==> src/rtl/alu_op_issuer.sv <==
// alu_op_issuer: front-end sequencer for the registered ALU.
// Takes one decoded op at a time over a valid/ready request channel, drives the
// ALU operands and a single-cycle enable, captures the ALU's registered result
// and flags, and presents them on a valid/ready response channel for writeback.
// Optional build macro STICKY_OVF_EN adds a sticky overflow flag (sticky_ovf)
// with its clear input (sticky_clr).
module alu_op_issuer #(
   parameter int WORD_SIZE = 16,
   parameter int RD_W      = 4
) (
   input  logic                 clk,
   input  logic                 rst,
   input  logic                 req_valid,
   output logic                 req_ready,
   input  logic [3:0]           req_op,
   input  logic [WORD_SIZE-1:0] req_a,
   input  logic [WORD_SIZE-1:0] req_b,
   input  logic [RD_W-1:0]      req_rd,
   output logic [WORD_SIZE-1:0] alu_in1,
   output logic [WORD_SIZE-1:0] alu_in2,
   output logic [2:0]           alu_ctrl,
   output logic                 alu_en,
   input  logic [WORD_SIZE-1:0] alu_result,
   input  logic                 alu_zero,
   input  logic                 alu_overflow,
   output logic                 rsp_valid,
   input  logic                 rsp_ready,
   output logic [WORD_SIZE-1:0] rsp_data,
   output logic [RD_W-1:0]      rsp_rd,
   output logic                 rsp_we,
   output logic                 rsp_zero,
   output logic                 rsp_ovf,
   output logic                 rsp_err
`ifdef STICKY_OVF_EN
   ,
   output logic                 sticky_ovf,
   input  logic                 sticky_clr
`endif
);

   typedef enum logic [1:0] {
      IDLE    = 2'd0,
      ISSUE   = 2'd1,
      CAPTURE = 2'd2,
      RESP    = 2'd3
   } state_t;

   state_t state, state_nxt;

   // Latched request
   logic [WORD_SIZE-1:0] a_q;
   logic [WORD_SIZE-1:0] b_q;
   logic [RD_W-1:0]      rd_q;
   logic [2:0]           ctrl_q;
   logic                 we_q;
   logic                 ovf_mask_q;

   logic accept;
   logic req_legal;
   logic cap_ovf;

   // Ops 0x0-0x9 are defined; 0xA-0xF are illegal.
   function automatic logic op_is_legal(input logic [3:0] op);
      return (op <= 4'h9);
   endfunction

   // Decoded op -> ALUControl. CMP reuses SUB, TST reuses AND.
   function automatic logic [2:0] op_to_ctrl(input logic [3:0] op);
      logic [2:0] ctrl;
      case (op)
         4'h0, 4'h1, 4'h2, 4'h3,
         4'h4, 4'h5, 4'h6, 4'h7: ctrl = op[2:0];
         4'h8:                   ctrl = 3'b110;
         4'h9:                   ctrl = 3'b000;
         default:                ctrl = 3'b111;
      endcase
      return ctrl;
   endfunction

   // Only the plain ALU ops write a destination; CMP/TST are flag-only.
   function automatic logic op_writes(input logic [3:0] op);
      return (op <= 4'h7);
   endfunction

   // Overflow is meaningful only for ADD, MUL, SUB and CMP.
   function automatic logic op_ovf_valid(input logic [3:0] op);
      logic v;
      case (op)
         4'h4, 4'h5, 4'h6, 4'h8: v = 1'b1;
         default:                v = 1'b0;
      endcase
      return v;
   endfunction

   assign accept    = (state == IDLE) && req_valid;
   assign req_legal = op_is_legal(req_op);
   assign cap_ovf   = alu_overflow & ovf_mask_q;

   // ALU operands and control always reflect the latched request
   assign alu_in1  = a_q;
   assign alu_in2  = b_q;
   assign alu_ctrl = ctrl_q;

   // State register
   always_ff @(posedge clk) begin
      if (rst) begin
         state <= IDLE;
      end else begin
         state <= state_nxt;
      end
   end

   // Next-state logic; illegal ops skip the ALU and answer immediately
   always_comb begin
      state_nxt = state;
      case (state)
         IDLE: begin
            if (req_valid) begin
               state_nxt = req_legal ? ISSUE : RESP;
            end
         end
         ISSUE:   state_nxt = CAPTURE;
         CAPTURE: state_nxt = RESP;
         RESP: begin
            if (rsp_ready) begin
               state_nxt = IDLE;
            end
         end
         default: state_nxt = IDLE;
      endcase
   end

   // State-decoded handshake and enable outputs
   always_comb begin
      req_ready = 1'b0;
      alu_en    = 1'b0;
      rsp_valid = 1'b0;
      case (state)
         IDLE:    req_ready = 1'b1;
         ISSUE:   alu_en    = 1'b1;
         RESP:    rsp_valid = 1'b1;
         default: ;
      endcase
   end

   // Request latch: captured on acceptance, held until the next accepted request
   always_ff @(posedge clk) begin
      if (rst) begin
         a_q        <= '0;
         b_q        <= '0;
         rd_q       <= '0;
         ctrl_q     <= 3'b111;
         we_q       <= 1'b0;
         ovf_mask_q <= 1'b0;
      end else if (accept) begin
         a_q        <= req_a;
         b_q        <= req_b;
         rd_q       <= req_rd;
         ctrl_q     <= op_to_ctrl(req_op);
         we_q       <= op_writes(req_op);
         ovf_mask_q <= op_ovf_valid(req_op);
      end
   end

   // Response registers: loaded with an error reply on an illegal accept, or with
   // the ALU outputs in CAPTURE; otherwise held so they stay stable through RESP
   always_ff @(posedge clk) begin
      if (rst) begin
         rsp_data <= '0;
         rsp_rd   <= '0;
         rsp_we   <= 1'b0;
         rsp_zero <= 1'b0;
         rsp_ovf  <= 1'b0;
         rsp_err  <= 1'b0;
      end else if (accept && !req_legal) begin
         rsp_data <= '0;
         rsp_rd   <= req_rd;
         rsp_we   <= 1'b0;
         rsp_zero <= 1'b0;
         rsp_ovf  <= 1'b0;
         rsp_err  <= 1'b1;
      end else if (state == CAPTURE) begin
         rsp_data <= alu_result;
         rsp_rd   <= rd_q;
         rsp_we   <= we_q;
         rsp_zero <= alu_zero;
         rsp_ovf  <= cap_ovf;
         rsp_err  <= 1'b0;
      end
   end

`ifdef STICKY_OVF_EN
   // Sticky overflow: set by a captured (masked) overflow, cleared on request; set wins
   always_ff @(posedge clk) begin
      if (rst) begin
         sticky_ovf <= 1'b0;
      end else if ((state == CAPTURE) && cap_ovf) begin
         sticky_ovf <= 1'b1;
      end else if (sticky_clr) begin
         sticky_ovf <= 1'b0;
      end
   end
`endif

endmodule
==> config.mk <==
export PLATFORM = sky130hd
export DESIGN_NAME = alu_op_issuer
export DESIGN_NICKNAME = d
export VERILOG_FILES = /design/src/rtl/alu_op_issuer.sv
export SDC_FILE = /design/constraint.sdc
export NUM_CORES = 1
export LEC_CHECK = 0
export CAP_MARGIN = 20
export CORE_MARGIN = 2
export CORE_UTILIZATION = 43
export CTS_BUF_LIST = sky130_fd_sc_hd__clkbuf_16
export CTS_CLUSTER_DIAMETER = 60
export DETAILED_ROUTE_END_ITERATION = 12
export PLACE_DENSITY = 0.84
export SYNTH_ARGS = -nofsm -noshare
export SYNTH_HDL_FRONTEND = slang
export SYNTH_SLANG_ARGS = --single-unit
==> constraint.sdc <==
create_clock -name clk -period 3.8 [get_ports clk]
set_input_delay 0.57 -clock clk [delete_from_list [all_inputs] [get_ports clk]]
set_output_delay 0.57 -clock clk [all_outputs]
set_load 0.01 [all_outputs]
# ---- Word level (Yosys, flattened, before mapping)
# Index checks and enable logic that the tools add are counted.
dict set report word_totals {
  regBits 67
  input_bits 62
  output_inout_bits 62
  wordCells 53
}
dict set report classes {
  n_lt_le_gt_ge 2
  n_eq_ne 14
  muxes 13
  bitwise_logic 1
  reduce_logical 10
}
# op n
set op_table {}
lappend op_table {{$eq 4x3->1 const B} 4}
lappend op_table {{$pmux 3 s3} 1}
lappend op_table {{$eq 4x2->1 const B} 2}
lappend op_table {{$eq 4x4->1 const B} 2}
lappend op_table {{$mux 4} 2}
lappend op_table {{$pmux 2 s4} 1}
lappend op_table {{$reduce_or 8->1} 1}
lappend op_table {{$mux 1} 6}
lappend op_table {{$mux 2} 3}
lappend op_table {{$eq 2x2->1 const B} 2}
lappend op_table {{$eq 4x1->1 const B} 1}
lappend op_table {{$le 4x3->1 const B} 1}
lappend op_table {{$le 4x4->1 const B} 1}
lappend op_table {{$logic_not 4->1} 1}
lappend op_table {{$ne 2x2->1 const B} 2}
lappend op_table {{$reduce_or 4->1} 1}
lappend op_table {{$eq 2x1->1 const B} 1}
lappend op_table {{$logic_and 1x1->1} 2}
lappend op_table {{$logic_not 2->1} 1}
lappend op_table {{$reduce_and 2->1} 1}
lappend op_table {{$reduce_bool 2->1} 1}
lappend op_table {{$reduce_or 2->1} 1}
lappend op_table {{$and 1x1->1} 1}
lappend op_table {{$logic_not 1->1} 1}

# ---- Longest topological paths before layout
dict set report logic_depth {
  depth_word 4
  mapped_depth 7
  depth_no_buf 5
}

# ---- Worst setup path after synthesis
# No wires, ideal clock.
dict set report synth_path {
  path_type {reg2reg}
  from {register state[0]}
  to {register ctrl_q[0] (netlist: alu_ctrl[0])}
  setup_time_ps 120
  arrival_time_ps 1436
  t_required_ps 3680
  setup_slack_ps 2244
  stages_incl_launch_ff 7
  n_path_buf 1
  synth_period_minus_slack_ps 1556
  cell_sequence {dfxtp_1 -> inv_1 -> ha_1 -> nand2_1 -> clkbuf_1 -> nor3b_1 -> a211o_1}
}
dict set report synth_via {
  elab_chain_len 2
}
# element line_no
set synth_lines {}
lappend synth_lines {{from (decl)} 48} ;# state_t state, state_nxt;
lappend synth_lines {{from (signal assigned)} 109} ;# state <= state_nxt;
lappend synth_lines {{$logic_not 2->1} 95} ;# assign accept = (state == IDLE) && req_valid;
lappend synth_lines {{$logic_and 1x1->1} 95}
lappend synth_lines {{to (signal assigned)} 159} ;# ctrl_q <= op_to_ctrl(req_op);
lappend synth_lines {{to (decl)} 54} ;# logic [2:0] ctrl_q;
# No other way between the ends.
# A chain may end at the register's enable or synchronous reset.

# ---- Final worst setup path
dict set report layout_path {
  from {register state[0]}
  to {output req_ready}
}
dict set report layout_via {
  elab_chain_len 2
}
# element line_no
set layout_lines {}
lappend layout_lines {{$logic_not 2->1} 138} ;# case (state)
lappend layout_lines {{$mux 1} 138}
lappend layout_lines {{to (decl)} 14} ;# output logic req_ready,
# No other way between the ends.

==> out/qor.yml <==
insertedDiodeCount: 0
cts_tree: "yes"
grt_setup_unrepaired: "false"
report.final.slew_viol_count: 0
synth.net_count: 356
stdcell_area_um2: 4080
timing.critical_path.slowest_cell_delay_ns: 0.59
worst_ep_required_time_ns: 3.23
drt_first_iter_violations: 109
endpoint_kind: "primary output"
syn-mean-instance-area_um2: 8.85
cts_buffers: 9
cts_hold_repair.buffers: 0
crit_fanout: 6
grt_pass1_wl_um: 9690
num_rows: 28
skew_final_ns: 0.00412
maxClockFrequency_ghz: 0.447
total_chip_power_uw: 2590
worstPathBufferInverterCount: 2
dieArea_um2: 6580
path_delay_family: "buffers and inverters"
wl_met3_um: 601
final-setup-viol-count: 0
grt_max_degree: 49
final_net_count: 473
drive_above_1_share: 0.0390
dr.pass1.iters: 4
antenna_violating_nets_post_route: 0
share_of_the_yosys_chip_area_belonging_to_registers: 0.524
status: "complete, no violations"
met2RoutedLength_um: 3000
cp.arrival_ns: 1.67
drt-total-wl_um: 6150
gp_congestion: 0.754
grt_overflow_total: 0
postPlaceCellArea_um2: 3810
remaining_drc_errors: 0
maxCapViolCount: 0
clock_period_minus_worst_slack_ns: 2.24
post_synth_instance_area_um2: 2560
post-cts-setup-buffer-count: 0
yosys.cell_types.count: 27
via_count_of_the_first_global_routing_pass: 2202
cell_chosen_for_the_clock_root: "clkbuf_16"
number_of_top_level_design_ports: 124
peakVddDrop_v: 0.000424
global_route.usage.total: 0.191
hold_violations: 0
initial_core_util: 0.437
max-slew-margin-rel: 0.439
route.detailed.vias_per_inst: 4.77
synth_seq_cells: 67
syn-instance-count: 289
die_h_um: 81.1
setup.worst_path.start_class: "register"
hold_class: "register to register"
whs_ns: 0.452
met1Wirelength_um: 2460
commonest_non_fill_non_tap_cell_in_the_layout: "clkdlybuf4s50_1"
finalCritPeriodShare: 0.589
yosys_warnings: 0
crit_chain: "inv_1 > ha_1 > clkdlybuf4s50_1"
worstSetupPathType: "register to primary output"
place.port_buffers: 123
insertion_delay_to_the_later_sink_of_the_worst_skew_pair_ns: 0.32
die_extent_in_x_um: 81.1
crit_path_top_delay_cell: "clkdlybuf4s50_1"
timing.setup.tns_ns: 0
flow.area_growth_from_synthesis_pct: 59.5
detail_routed_net_length_per_standard_cell_um: 12.7
design.core.area_um2: 5850
clock_tree.buffer_depth: 2
routed-via-count: 2315
antenna_violations_before_repair: 0
timing_worst_slew_pin_value_ns: 0.841
power_leakage_uw: 0.00150
dr.max_layer_used: "met4"
power-per-cell-area_nw_per_um2: 636
hpwlAfterDp_um: 4400
cts.sink_count: 67
cts.htree.levels: 3
post_cts_resized: 0
layout_common_cells: "clkdlybuf4s50_1 (122), nand2_1 (73), dfxtp_1 (67)"
cts.reportedPaths.clkPinSlew_ns: 0.05
[state kept, by name, indices dropped and copies added (netlist names)]
name,flops
alu_ctrl,3
alu_in1,16
rsp_rd,4
ovf_mask_q,1
rsp_zero,1
rsp_err,1
rsp_ovf,1
rsp_we,1
state,2
we_q,1
rsp_data,16
alu_in2,16
rd_q,4
[kinds of logic after synthesis]
kind of cell             after synthesis  share of synthesized area
AND/OR/NAND/NOR                      119                      0.197
flip-flops                            67                      0.524
AO/OA/AOI/OAI                         54                      0.128
buffers and inverters                 22                     0.0401
multiplexers                          22                     0.0861
adder cells (fa/ha/maj)                5                     0.0244
[stage by stage]
stage | setup WS (ns) | util | instances
global route | 1.47 | 0.697 | 485
detailed placement | 1.30 | 0.651 | 470
CTS | 1.55 | 0.697 | 485
global placement | 1.39 | 0.651 | 470
floorplan | 2.24 | - | 289
finish | 1.56 | 0.697 | 485
[final timing paths]
kind / startpoint / end / slack, ns / depth (start not counted)
max: state[0]$_SDFFE_PP0P_ / req_ready / 1.56 / 3
min: alu_in2[0]$_SDFFE_PP0P_ / alu_in2[0]$_SDFFE_PP0P_ / 0.45 / 2
max reg2reg: state[0]$_SDFFE_PP0P_ / alu_in2[11]$_SDFFE_PP0P_ / 1.74 / 6
min reg2reg: alu_in2[0]$_SDFFE_PP0P_ / alu_in2[0]$_SDFFE_PP0P_ / 0.45 / 2
[Yosys cell counts]
library cell | n | area (um2)
inv_1 | 2 | 7.51
mux2i_1 | 22 | 220
o21bai_1 | 2 | 15.0
buf_6 | 1 | 11.3
nor3b_1 | 2 | 15.0
dfxtp_1 | 67 | 1340
nand3_1 | 1 | 5.00
nor2_1 | 28 | 105
a311oi_1 | 2 | 17.5
and2_1 | 1 | 6.26
o211ai_1 | 1 | 7.51
o2111ai_4 | 1 | 26.3
nor4b_1 | 1 | 8.76
clkbuf_1 | 8 | 30.0
buf_2 | 10 | 50.1
or3b_1 | 1 | 8.76
nand2b_4 | 1 | 13.8
a211oi_1 | 7 | 52.6
nor4_1 | 1 | 6.26
nand2b_1 | 7 | 43.8
nand2_1 | 73 | 274
nor3_1 | 1 | 5.00
buf_1 | 1 | 3.75
ha_1 | 5 | 62.6
a211o_1 | 1 | 8.76
a21oi_1 | 40 | 200
nor2b_1 | 2 | 12.5
[worst register-to-register path: cells and delay by family (launching register included)]
kind | cells | cell delay, ns
flops | 1 | 0.33
buf+inv | 2 | 0.49
compound gates | 1 | 0.14
fa+ha+maj | 1 | 0.32
simple gates | 2 | 0.70
[area by class of cell]
type | instances | area, um2
fill | 454 | 1770
sequential | 67 | 1340
timing repair buffer | 126 | 1250
multi-input combinational | 200 | 1110
clock buffer | 9 | 225
tap | 75 | 93.8
clock inverter | 6 | 48.8
inverter | 2 | 7.51
[metal layers]
metal	vias up	track usage
li1	1188	-
met1	1030	0.204
met2	88	0.331
met3	9	0.0833
met4	0	0.0746
met5	-	0
[power breakdown]
| group | leakage, uW | internal (uW) | total, uW | switching, uW |
|---|---|---|---|---|
| Combinational | 0.000817 | 470 | 915 | 445 |
| Sequential | 0.000548 | 847 | 924 | 76.9 |
| Clock | 0.000137 | 491 | 754 | 263 |
(Power assumes the default switching activity.)
